[src/rtl/adc_scan_avg.sv]
// Round-robin channel scanner and per-channel averager sitting behind the LTC2308 serial interface.
// Accounts for the ADC's one-frame channel pipeline and keeps a register file of the latest averages.
module adc_scan_avg #(
  parameter int NUM_CH   = 8,
  parameter int AVG_LOG2 = 2
) (
  input  logic        clk,
  input  logic        reset_n,
  input  logic        enable,
  input  logic        adc_valid,
  input  logic [11:0] adc_result,
  output logic [2:0]  chan,
  output logic        out_valid,
  output logic [2:0]  out_chan,
  output logic [11:0] out_data,
  input  logic [2:0]  rd_chan,
  output logic [11:0] rd_data
);

  localparam int            AW         = 12 + AVG_LOG2;
  localparam int            SW         = (AVG_LOG2 > 0) ? AVG_LOG2 : 1;
  localparam logic [SW-1:0] SWEEP_LAST = SW'((1 << AVG_LOG2) - 1);
  localparam logic [2:0]    LAST_CH    = 3'(NUM_CH - 1);

  typedef enum logic [1:0] {IDLE, PRIME, RUN} state_t;

  state_t        state, state_next;
  logic [2:0]    rc;
  logic [SW-1:0] sweep;
  logic [AW-1:0] acc     [8];
  logic [11:0]   avg_reg [8];

  logic [2:0]    chan_next;
  logic [AW-1:0] sum;
  logic [11:0]   avg;
  logic          sweep_done;

  always_ff @(posedge clk) begin
    if (!reset_n) state <= IDLE;
    else          state <= state_next;
  end

  always_comb begin
    state_next = state;
    if (!enable) begin
      state_next = IDLE;
    end else begin
      case (state)
        IDLE:    state_next = PRIME;
        PRIME:   if (adc_valid) state_next = RUN;
        RUN:     state_next = RUN;
        default: state_next = IDLE;
      endcase
    end
  end

  always_comb begin
    chan_next  = (chan == LAST_CH) ? '0 : chan + 3'd1;
    sum        = acc[rc] + AW'(adc_result);
    avg        = 12'(sum >> AVG_LOG2);
    sweep_done = (sweep == SWEEP_LAST);
  end

  // Arrays are sized for the full 3-bit channel space; entries at or above NUM_CH are never written.
  always_ff @(posedge clk) begin
    if (!reset_n) begin
      chan      <= '0;
      rc        <= '0;
      sweep     <= '0;
      out_valid <= 1'b0;
      out_chan  <= '0;
      out_data  <= '0;
      rd_data   <= '0;
      for (int unsigned i = 0; i < 8; i++) begin
        acc[i]     <= '0;
        avg_reg[i] <= '0;
      end
    end else begin
      out_valid <= 1'b0;
      rd_data   <= ({29'd0, rd_chan} < 32'(NUM_CH)) ? avg_reg[rd_chan] : '0;

      if (!enable || state == IDLE) begin
        chan  <= '0;
        rc    <= '0;
        sweep <= '0;
        for (int unsigned i = 0; i < 8; i++) acc[i] <= '0;
      end else if (adc_valid) begin
        // In PRIME chan is still 0, so this also sets rc=0 and chan=1 mod NUM_CH for the discarded sample.
        rc   <= chan;
        chan <= chan_next;
        if (state == RUN) begin
          if (rc == LAST_CH) sweep <= sweep_done ? '0 : sweep + 1'b1;
          if (sweep_done) begin
            acc[rc]     <= '0;
            avg_reg[rc] <= avg;
            out_valid   <= 1'b1;
            out_chan    <= rc;
            out_data    <= avg;
          end else begin
            acc[rc] <= sum;
          end
        end
      end
    end
  end

endmodule

[config.mk]
export PLATFORM = sky130hd
export DESIGN_NAME = adc_scan_avg
export DESIGN_NICKNAME = d
export VERILOG_FILES = /design/src/rtl/adc_scan_avg.sv
export SDC_FILE = /design/constraint.sdc
export NUM_CORES = 1
export LEC_CHECK = 0
export CORE_MARGIN = 2
export CORE_UTILIZATION = 45
export DETAILED_ROUTE_END_ITERATION = 12
export GPL_TIMING_DRIVEN = 0
export HOLD_SLACK_MARGIN = 0.15
export SYNTH_ARGS = -nofsm -noshare
export SYNTH_HDL_FRONTEND = slang
export SYNTH_SLANG_ARGS = --single-unit
[constraint.sdc]
create_clock -name clk -period 9.5 [get_ports clk]
set_clock_uncertainty 0.05 [all_clocks]
set_input_delay 1.9 -clock clk [delete_from_list [all_inputs] [get_ports clk]]
set_output_delay 1.9 -clock clk [all_outputs]
set_load 0.05 [all_outputs]
==> results of run 1 <==
==> stage by stage <==
step                util, %  power [mW]
floorplan                 -        1.36
global placement       49.4        1.43
detailed placement     49.7        1.43
CTS                    53.4        2.46
global route           53.4        2.52
finish                 53.4        2.44
==> cell usage after synthesis, drive strengths merged <==
master   count
o31ai        1
a2111oi      1
nand2       55
nor4         1
mux4        52
a21oi       18
a21o         4
a211o        1
ha          19
o22a         1
o211ai       3
nor3b        2
mux2        12
o21a         3
and3         2
buf         22
nand2b       1
and2         6
nor2b        1
fa           1
nor4b        1
inv          7
o211a        1
or3         10
a211oi       3
nand3        7
xnor2        5
nand4        3
edfxtp     208
mux2i       23
xor2         4
clkbuf      33
nor3         8
nor2       246
dfxtp       41
and3b        2
nand3b       1
and4         1
or2          3
o21ai       15
o2111ai      1
or3b         2
==> worst paths after layout <==
check | from | to | slack, ps | cells past startpoint
worst max-delay path | register | acc[3][4]$_SDFFCE_PN0P_ | 4690 | 12
worst min-delay path | out_data[6]$_SDFFE_PN0P_ | out_data[6]$_SDFFE_PN0P_ | 400 | 2
worst max register to register | register | acc[3][4]$_SDFFCE_PN0P_ | 4690 | 12
worst min register to register | out_data[6]$_SDFFE_PN0P_ | out_data[6]$_SDFFE_PN0P_ | 400 | 2
==> area by class of cell <==
cell class / instances / area share [%]
sequential: 249 / 54.4
multi-input combinational: 520 / 29.4
clock buffer: 35 / 5.99
timing repair buffer: 51 / 3.98
tap: 324 / 3.12
buffer: 55 / 1.99
clock inverter: 16 / 0.838
inverter: 7 / 0.202
==> logic make-up (layout without fill, tap and decap cells) <==
logic type / count (synthesis) / in the layout / synth area share (%)
AO/OA/AOI/OAI: 52 / 52 / 2.99
XOR/XNOR: 9 / 9 / 1.01
flip-flops: 249 / 249 / 63.4
adder cells (fa/ha/maj): 20 / 20 / 2.31
AND/OR/NAND/NOR: 352 / 352 / 13.8
buffers and inverters: 62 / 164 / 2.56
multiplexers: 87 / 87 / 14.0
==> cells in the final DEF (no fill, tap or decap), types with 3 or more instances in the layout <==
master	instances
sky130_fd_sc_hd__o21ai_0	7
sky130_fd_sc_hd__o211ai_1	3
sky130_fd_sc_hd__clkinv_2	9
sky130_fd_sc_hd__nor2_1	236
sky130_fd_sc_hd__inv_1	7
sky130_fd_sc_hd__a21o_1	4
sky130_fd_sc_hd__mux2_2	12
sky130_fd_sc_hd__nand2_1	55
sky130_fd_sc_hd__o21ai_2	5
sky130_fd_sc_hd__buf_2	17
sky130_fd_sc_hd__and2_1	6
sky130_fd_sc_hd__o21ai_1	3
sky130_fd_sc_hd__nor3_1	7
sky130_fd_sc_hd__or3_1	10
sky130_fd_sc_hd__xor2_1	3
sky130_fd_sc_hd__mux4_2	51
sky130_fd_sc_hd__a211oi_1	3
sky130_fd_sc_hd__clkbuf_16	29
sky130_fd_sc_hd__clkbuf_8	3
sky130_fd_sc_hd__dfxtp_1	41
sky130_fd_sc_hd__a21oi_1	17
sky130_fd_sc_hd__clkinv_1	4
sky130_fd_sc_hd__clkbuf_1	36
sky130_fd_sc_hd__or2_2	3
sky130_fd_sc_hd__o21a_1	3
sky130_fd_sc_hd__nand3_1	7
sky130_fd_sc_hd__nand4_1	3
sky130_fd_sc_hd__ha_1	19
sky130_fd_sc_hd__edfxtp_1	208
sky130_fd_sc_hd__buf_6	5
sky130_fd_sc_hd__nor2_4	10
sky130_fd_sc_hd__clkdlybuf4s50_1	46
sky130_fd_sc_hd__mux2i_1	21
==> power by group <==
group | switching (mW) | internal [mW]
Clock | 0.430 | 0.605
Sequential | 0.0105 | 1.22
Combinational | 0.116 | 0.0622
==> per-layer routing <==
metal	up-vias	track usage [%]	wire length (um)
met5	-	0	0
met4	0	5.56	590
met3	44	3.26	2140
met2	243	32.4	12200
met1	3431	31.8	11900
li1	3166	-	-
==> critical path, cell delays in order, from the launching register on <==
cell,delay (ps)
sky130_fd_sc_hd__dfxtp_1,300
sky130_fd_sc_hd__buf_2,330
sky130_fd_sc_hd__buf_2,450
sky130_fd_sc_hd__mux4_2,540
sky130_fd_sc_hd__mux2_2,280
sky130_fd_sc_hd__ha_1,210
sky130_fd_sc_hd__fa_1,430
sky130_fd_sc_hd__a21o_1,200
sky130_fd_sc_hd__a21oi_1,160
sky130_fd_sc_hd__xor2_1,970
sky130_fd_sc_hd__or3_1,210
sky130_fd_sc_hd__clkbuf_1,310
sky130_fd_sc_hd__nor2_1,70
==> impl_summary.txt, run 1 <==
----------------------------------------------------
[Floorplan]
  Initial core utilization ... between 40% and 50%
  I/O Pins ... 50
  Row cnt ... between 50 and 60
  Standard cell core area ... roughly 24,000 um^2
  Die Y ... about 160 um
  Die outline area ... 26,000 um^2
  Die Span X ... 161 um

[Pwr]
  Power Dens Cells ... around 190 nW/um^2
  VDD IR-drop max ... between 0.0001 and 0.00015 V
  Static leakage ... 4.73 nW

[Final layout]
  Non-filler instance count after layout ... between 1,000 and 1,500
  Area occupied by registers ... 7070 um^2
  Filler Cell Count ... 2,074
  Antenna Diode Count ... 0
  Post-route cell area ... 13,000 um^2
  Flip-flop count of the largest register, all copies and words added ... about 110
  Post-layout nets ... approximately 950
  Growth of design area from synthesis to finish ... 16.5%
  Fraction of final layout cells with drive strength greater than 1 ... between 10% and 20%
  Footprint of the multi-input gates ... approximately 3800 um^2

[Clock network]
  Post-CTS Resized ... 0
  CTS Hold Bufs ... 0
  Number of setup buffers added after CTS ... 0
  H-tree levels ... 1
  Clock-pin slew on the worst setup and hold paths ... ~60 ps
  TritonCTS clock tree ... built
  Number of clock sinks ... 249
  TritonCTS buffer count ... 28
  Clock latency on the worst-skew pair ... approximately 540 ps
  Root buffer cell ... sky130_fd_sc_hd__clkbuf_16
  Number of buffers on the longest clock path ... 3

[Logic synthesis]
  Synth top area share ... between 50% and 60%
  Post-Synthesis Cells ... around 830
  Combined area of all synthesized cells ... roughly 11,000 um^2
  Number of distinct standard cells referenced by the synthesized netlist ... between 50 and 60
  Register area share after synthesis ... between 60% and 70%
  Post-synthesis net count ... 870
  Flops & latches, synth ... 249
  Count of warnings emitted by yosys ... 0
  Top area cells in the synthesized netlist ... sky130_fd_sc_hd__edfxtp_1 56%, sky130_fd_sc_hd__mux4_2 10%, sky130_fd_sc_hd__nor2_1 7.9%
  Cell accounting for the most synthesized area ... sky130_fd_sc_hd__edfxtp_1
  Synthesized area per cell ... ~13 um^2

[Drt]
  Routed WL ... around 27 mm
  Count of unresolved DRC violations after routing ... 0
  Detailed Routing Iterations Pass 1 ... 5
  Detailed-route wire length per cell ... between 20 and 25 um
  Total number of vias ... between 6,000 and 7,000
  Initial drt markers ... roughly 630
  Post-route ant nets ... 0
  Vias per cell ... roughly 5.5

[Run]
  Max Cap Violations ... 0

[Global routing]
  Wire length of the first global-routing pass ... between 40 and 50 mm
  GR Util All Layers ... 21.1%
  GRT overflow ... 0
  Number of antenna violations at the first check in global routing ... 1
  Largest net degree at the start of global routing ... 15
  Via count of the first global-routing pass ... between 6,000 and 7,000

[Timing]
  Final setup violation count ... 0
  Number of pins with negative max-slew slack in the final report ... 0
  Minimum clock period after layout ... roughly 4800 ps
  Slew margin rel. ... 14.7%
  Hold WS ... ~400 ps
  Setup repair after global routing missed its margin ... false
  Worst-margin pin slew ... 1280 ps
  Highest attainable clock frequency ... between 200 and 250 MHz
  Period Utilization, post-route ... 50.6%
  Slack of the critical path ... between 4000 and 5000 ps
  Final number of hold-violating endpoints ... 0
  Setup TNS ... 0 ps

[Outcome]
  Outcome ... complete, no violations

[Placement]
  Weighted congestion reported at the end of routability-driven placement ... roughly 0.78
  Post-Place Setup Slack ... between 4000 and 5000 ps
  Area after detailed placement ... approximately 12,000 um^2
  Estimated wirelength of the detail-placed design ... roughly 18 mm
  Number of I/O port buffers ... 46
  Number of placed cells counting well taps ... ~1,200

[Setup path]
  CP Data Required Time ... 9720 ps
  Critical-path maximum fanout ... 10
  Worst Setup End Kind ... register
  Arrival time of data at the critical path endpoint ... between 5000 and 6000 ps
  Startpoint kind of the worst setup timing path ... register
  Setup CP Type ... reg2reg

[Hold path]
  Hold/Removal Path Class ... reg2reg

----------------------------------------------------
No activity file was read; power rests on OpenSTA's default activity.
==> run 2, diff against run 1 <==
- clock period: 9.5 -> 4 ns (I/O delays scaled with it)
==> run 2 against run 1 <==
Highest routed layer unchanged. Hold slack about the same. Critical path type unchanged. Clock-buffer cell count is the same. Die area unchanged.
==> impl_summary.txt, run 2 (synthesized netlist as in run 1, its figures left out) <==
----------------------------------------------------
[Outcome]
  Outcome ... complete, no violations (unchanged)

[Placement]
  Area after detailed placement ... 12,100 um^2 (unchanged)
  Post-Place Setup Slack ... -775 ps (was 4220 ps)
  Estimated wirelength of the detail-placed design ... 18.3 mm (unchanged)
  Number of placed cells counting well taps ... 1,205 (unchanged)
  Weighted congestion reported at the end of routability-driven placement ... 0.781 (unchanged)
  Number of I/O port buffers ... 46 (unchanged)

[Clock network]
  TritonCTS clock tree ... built (unchanged)
  Root buffer cell ... sky130_fd_sc_hd__clkbuf_16 (unchanged)
  Number of buffers on the longest clock path ... 3 (unchanged)
  TritonCTS buffer count ... 28 (unchanged)
  H-tree levels ... 1 (unchanged)
  Clock latency on the worst-skew pair ... 540 ps (about the same)
  CTS Hold Bufs ... 0 (unchanged)
  Number of clock sinks ... 249 (unchanged)
  Clock-pin slew on the worst setup and hold paths ... 60 ps (about the same)

[Hold path]
  Beginning of the worst hold path ... out_data[6]$_SDFFE_PN0P_ (unchanged)
  Hold/Removal Path Class ... reg2reg (unchanged)
  Min-Delay Path Depth ... 2 (unchanged)

[Timing]
  Hold WS ... 402 ps (was 403 ps)
  Number of pins with negative max-slew slack in the final report ... 0 (unchanged)
  Period Utilization, post-route ... 95.0% (was 50.6%)
  Worst-margin pin slew ... 944 ps (was 1280 ps)
  Setup TNS ... 0 ps (unchanged)
  Slack of the critical path ... 202 ps (was 4690 ps)
  Slew margin rel. ... 37.1% (was 14.7%)
  Final number of hold-violating endpoints ... 0 (unchanged)
  Minimum clock period after layout ... 3800 ps (was 4810 ps)
  Highest attainable clock frequency ... 263 MHz (was 208 MHz)
  Setup repair after global routing missed its margin ... false (unchanged)
  Final setup violation count ... 0 (unchanged)

[Drt]
  Detailed-route wire length per cell ... 21.5 um (was 21.4 um)
  Routed WL ... 27.3 mm (was 26.9 mm)
  Initial drt markers ... 656 (was 628)
  Post-route ant nets ... 0 (unchanged)
  Count of unresolved DRC violations after routing ... 0 (unchanged)
  Detailed Routing Iterations Pass 1 ... 6 (was 5)
  Vias per cell ... 5.51 (was 5.48)
  Total number of vias ... 6,999 (was 6,884)

[Floorplan]
  Die outline area ... 26,000 um^2 (unchanged)
  Row cnt ... 57 (unchanged)
  Die Y ... 161 um (unchanged)
  Standard cell core area ... 24,300 um^2 (unchanged)
  I/O Pins ... 50 (unchanged)
  Die Span X ... 161 um (unchanged)
  Initial core utilization ... 45.8% (unchanged)

[Pwr]
  Sequential power share ... 49.9% (was 50.3%)
  Cell-internal power ... 4.51 mW (was 1.89 mW)
  Combinational cell fraction of total power ... 8.1% (was 7.3%)
  Switching power summed over all nets ... 1.34 mW (was 0.557 mW)
  VDD IR-drop max ... 0.000313 V (was 0.000131 V)
  Power Dens Cells ... 441 nW/um^2 (was 188 nW/um^2)
  Part of the power in the clock network ... 42.1% (was 42.4%)
  Static leakage ... 4.84 nW (was 4.73 nW)
  Final total power ... 5.85 mW (was 2.44 mW)
  Fraction of power spent switching nets ... 22.9% (was 22.8%)

[Final layout]
  Commonest cells after routing, fill and taps aside ... 236 x sky130_fd_sc_hd__nor2_1, 208 x sky130_fd_sc_hd__edfxtp_1, 55 x sky130_fd_sc_hd__nand2_1 (unchanged)
  Fraction of final layout cells with drive strength greater than 1 ... 20.4% (was 17.5%)
  Growth of design area from synthesis to finish ... 19.0% (was 16.5%)
  Filler Cell Count ... 2,045 (was 2,074)
  Most common library cell in the layout ignoring fill and taps ... sky130_fd_sc_hd__nor2_1 (unchanged)
  End-of-flow core utilization ... 54.5% (was 53.4%)
  Footprint of the multi-input gates ... 3960 um^2 (was 3820 um^2)
  Post-route cell area ... 13,300 um^2 (was 13,000 um^2)
  Post-layout nets ... 965 (was 951)
  Area occupied by registers ... 7070 um^2 (unchanged)
  Flip-flop count of the largest register, all copies and words added ... 112 (unchanged)
  Antenna Diode Count ... 0 (unchanged)
  Non-filler instance count after layout ... 1,271 (was 1,257)

[Setup path]
  Critical-path maximum fanout ... 10 (unchanged)
  Worst Setup End Kind ... register (unchanged)
  Arrival time of data at the critical path endpoint ... 4020 ps (was 5030 ps)
  Setup CP Type ... reg2reg (unchanged)
  Worst r2r path cells ... 11 (was 12)
  Startpoint kind of the worst setup timing path ... register (unchanged)
  CP Data Required Time ... 4220 ps (was 9720 ps)

[Global routing]
  Via count of the first global-routing pass ... 6,902 (was 6,807)
  GRT overflow ... 0 (unchanged)
  Wire length of the first global-routing pass ... 41.6 mm (was 41.3 mm)
  GR Util All Layers ... 21.4% (was 21.1%)
  Number of antenna violations at the first check in global routing ... 0 (was 1)
  Largest net degree at the start of global routing ... 15 (unchanged)

[Run]
  Max Cap Violations ... 0 (unchanged)

----------------------------------------------------
[run 2: timing repair]
| item | 4_1_cts | 5_1_grt |
|---|---|---|
| resized for setup | 25 | 9 |
| setup endpoints to repair | 182 | 100 |
| buffers inserted | 9 | 7 |
| pin swaps | 6 | 5 |
[run 2: area by class of cell]
cell class / count / share of cell area (%)
Clock buffer: 35 / 5.87
Multi-Input combinational cell: 520 / 29.9
Tap cell: 324 / 3.06
Sequential cell: 249 / 53.3
Timing Repair Buffer: 66 / 4.75
Clock inverter: 16 / 0.821
Inverter: 7 / 0.198
Buffer: 54 / 2.17
[run 2: final timing paths]
check                                           endpoint  slack (ps)
worst max-delay path             acc[1][3]$_SDFFCE_PN0P_         200
worst min-delay path            out_data[6]$_SDFFE_PN0P_         400
worst max register to register   acc[1][3]$_SDFFCE_PN0P_         200
worst min register to register  out_data[6]$_SDFFE_PN0P_         400
[run 2: routing by layer]
| metal | part of all wire, % | vias to the layer above | GRT usage [%] |
|---|---|---|---|
| met5 | 0 | - | 0 |
| met4 | 2.4 | 0 | 6.05 |
| met3 | 6.8 | 44 | 3.31 |
| met2 | 46 | 248 | 32.9 |
| met1 | 45 | 3506 | 31.8 |
| li1 | - | 3201 | - |
[run 2: power groups by stage]
| stage | Clock [mW] | Combinational, mW | Sequential [mW] |
|---|---|---|---|
| after global placement | 0 | 0.415 | 2.97 |
| after global routing | 2.59 | 0.501 | 2.93 |
| after floorplan | 0 | 0.229 | 3.01 |
| after CTS | 2.49 | 0.461 | 2.92 |
| after detailed placement | 0 | 0.422 | 2.98 |
| final | 2.46 | 0.471 | 2.92 |
[run 2: worst max-delay path: stages, from the launching register on]
cell	delay [ps]
sky130_fd_sc_hd__dfxtp_1	330
sky130_fd_sc_hd__buf_6	190
sky130_fd_sc_hd__buf_8	210
sky130_fd_sc_hd__mux4_2	500
sky130_fd_sc_hd__mux2_2	310
sky130_fd_sc_hd__ha_1	280
sky130_fd_sc_hd__a21o_1	190
sky130_fd_sc_hd__a21oi_1	230
sky130_fd_sc_hd__xor2_2	620
sky130_fd_sc_hd__or3_1	200
sky130_fd_sc_hd__clkbuf_1	320
sky130_fd_sc_hd__nor2_1	80
==> run 3, diff against run 2 <==
- ABC_AREA: not set -> 0
- MAX_ROUTING_LAYER: not set -> met4
==> run 3 against run 2 <==
Clock power is essentially flat. Via count shrank 0.81%. Non-clock buffer count is the same. Critical path depth is the same. Largest power group unchanged. Utilization is the same. Critical endpoint unchanged. Power is essentially flat. Design area is the same. Cell count is the same. Wire length shrank 0.48%. Clock-buffer cell count is the same. Sequential power is essentially flat.
==> impl_summary.txt, run 3 (synthesized netlist as in run 1, its figures left out) <==
----------------------------------------------------
[Placement]
  Number of placed cells counting well taps ... 1,205 (unchanged)
  Weighted congestion reported at the end of routability-driven placement ... 0.791 (was 0.781)
  Estimated wirelength of the detail-placed design ... 18.3 mm (unchanged)
  Number of I/O port buffers ... 46 (unchanged)

[Floorplan]
  Die Span X ... 161 um (unchanged)
  Initial core utilization ... 45.8% (unchanged)
  Row cnt ... 57 (unchanged)
  I/O Pins ... 50 (unchanged)
  Die Y ... 161 um (unchanged)
  Standard cell core area ... 24,300 um^2 (unchanged)
  Die outline area ... 26,000 um^2 (unchanged)

[Drt]
  Routed WL ... 27.1 mm (was 27.3 mm)
  Vias per cell ... 5.46 (was 5.51)
  Detailed Routing Iterations Pass 1 ... 4 (was 6)
  Detailed-route wire length per cell ... 21.4 um (was 21.5 um)
  Total number of vias ... 6,942 (was 6,999)
  Count of unresolved DRC violations after routing ... 0 (unchanged)
  Initial drt markers ... 665 (was 656)
  Post-route ant nets ... 0 (unchanged)

[Clock network]
  TritonCTS buffer count ... 28 (unchanged)
  H-tree levels ... 1 (unchanged)
  Root buffer cell ... sky130_fd_sc_hd__clkbuf_16 (unchanged)
  Clock-pin slew on the worst setup and hold paths ... 60 ps (about the same)
  Number of buffers on the longest clock path ... 3 (unchanged)
  Clock latency on the worst-skew pair ... 540 ps (about the same)
  CTS Hold Bufs ... 0 (unchanged)
  TritonCTS clock tree ... built (unchanged)
  Number of clock sinks ... 249 (unchanged)

[Pwr]
  VDD IR-drop max ... 0.000315 V (was 0.000313 V)
  Static leakage ... 4.84 nW (unchanged)
  Power Dens Cells ... 442 nW/um^2 (was 441 nW/um^2)

[Final layout]
  Non-filler instance count after layout ... 1,271 (unchanged)
  Footprint of the multi-input gates ... 3960 um^2 (unchanged)
  Fraction of final layout cells with drive strength greater than 1 ... 20.4% (unchanged)
  Filler Cell Count ... 2,045 (unchanged)
  End-of-flow core utilization ... 54.5% (unchanged)
  Post-layout nets ... 965 (unchanged)
  Most common library cell in the layout ignoring fill and taps ... sky130_fd_sc_hd__nor2_1 (unchanged)
  Growth of design area from synthesis to finish ... 19.0% (unchanged)
  Flip-flop count of the largest register, all copies and words added ... 112 (unchanged)
  Commonest cells after routing, fill and taps aside ... 236 x sky130_fd_sc_hd__nor2_1, 208 x sky130_fd_sc_hd__edfxtp_1, 55 x sky130_fd_sc_hd__nand2_1 (unchanged)
  Antenna Diode Count ... 0 (unchanged)
  Area occupied by registers ... 7070 um^2 (unchanged)

[Timing]
  Hold WS ... 402 ps (about the same)
  Number of pins with negative max-slew slack in the final report ... 0 (unchanged)
  Worst-margin pin slew ... 925 ps (was 944 ps)
  Period Utilization, post-route ... 95.0% (about the same)
  Final number of hold-violating endpoints ... 0 (unchanged)
  Highest attainable clock frequency ... 263 MHz (about the same)
  Setup TNS ... 0 ps (unchanged)
  Setup repair after global routing missed its margin ... false (unchanged)
  Slew margin rel. ... 38.0% (was 37.1%)
  Final setup violation count ... 0 (unchanged)
  Minimum clock period after layout ... 3800 ps (about the same)

[Run]
  Max Cap Violations ... 0 (unchanged)

[Hold path]
  Hold/Removal Path Class ... reg2reg (unchanged)

[Global routing]
  Wire length of the first global-routing pass ... 41.6 mm (about the same)
  GR Util All Layers ... 22.0% (was 21.4%)
  GRT overflow ... 0 (unchanged)
  Number of antenna violations at the first check in global routing ... 0 (unchanged)
  Largest net degree at the start of global routing ... 15 (unchanged)
  Via count of the first global-routing pass ... 6,874 (was 6,902)

[Setup path]
  Arrival time of data at the critical path endpoint ... 4020 ps (about the same)
  Critical-path maximum fanout ... 10 (unchanged)
  CP Data Required Time ... 4220 ps (about the same)
  Startpoint kind of the worst setup timing path ... register (unchanged)
  Setup CP Type ... reg2reg (unchanged)
  Worst Setup End Kind ... register (unchanged)

[Outcome]
  Outcome ... complete, no violations (unchanged)

----------------------------------------------------
==> run 3: cell counts in the layout (fill, tap and decap cells not counted) <==
Identical to the previous run, type by type.
==> run 3: layer usage <==
| layer | wire, um | track usage, % | up-vias |
|---|---|---|---|
| li1 | - | - | 3197 |
| met1 | 12300 | 31.9 | 3477 |
| met2 | 12500 | 32.9 | 223 |
| met3 | 1680 | 3.11 | 45 |
| met4 | 656 | 6.05 | 0 |
| met5 | 0 | - | - |
==> run 3: where the power goes <==
part | internal, mW | switching [mW]
Combinational | 0.179 | 0.292
Clock | 1.44 | 1.03
Sequential | 2.90 | 0.0249
Total | 4.51 | 1.34
==> run 3: worst paths after layout <==
check,startpoint,end,slack [ps],cells after the start
setup reg to reg,register,acc[1][3]$_SDFFCE_PN0P_,200,11
hold / removal,out_data[6]$_SDFFE_PN0P_,out_data[6]$_SDFFE_PN0P_,400,2
hold reg to reg,out_data[6]$_SDFFE_PN0P_,out_data[6]$_SDFFE_PN0P_,400,2
setup / recovery,register,acc[1][3]$_SDFFCE_PN0P_,200,11
==> run 3: area by class of cell <==
cell class / count / area share, %
sequential: 249 / 53.3
multi-input combinational: 520 / 29.9
clock buffer: 35 / 5.87
timing repair buffer: 66 / 4.75
tap: 324 / 3.06
buffer: 54 / 2.17
clock inverter: 16 / 0.821
inverter: 7 / 0.198
==> run 3: stage by stage <==
step	total power [mW]	setup slack (ps)	instance area [um^2]
after global placement	3.39	-791	12000
after global routing	6.02	3.66	13300
final	5.86	201	13300
after floorplan	3.23	120	11100
after CTS	5.87	41.2	13200
after detailed placement	3.40	-775	12100
==> run 3: worst max-delay path, cell delays in order, from the launching register on <==
cell and delay, ps:
sky130_fd_sc_hd__dfxtp_1 330, sky130_fd_sc_hd__buf_6 190, sky130_fd_sc_hd__buf_8 200, sky130_fd_sc_hd__mux4_2 500
sky130_fd_sc_hd__mux2_2 310, sky130_fd_sc_hd__ha_1 280, sky130_fd_sc_hd__a21o_1 190, sky130_fd_sc_hd__a21oi_1 230
sky130_fd_sc_hd__xor2_2 640, sky130_fd_sc_hd__or3_1 200, sky130_fd_sc_hd__clkbuf_1 310, sky130_fd_sc_hd__nor2_1 80
==> run 3: what timing repair did <==
action	4_1_cts	5_1_grt
setup buffers	9	7
resized for setup	25	9
endpoints found under the setup margin	182	100
pin swaps	6	5
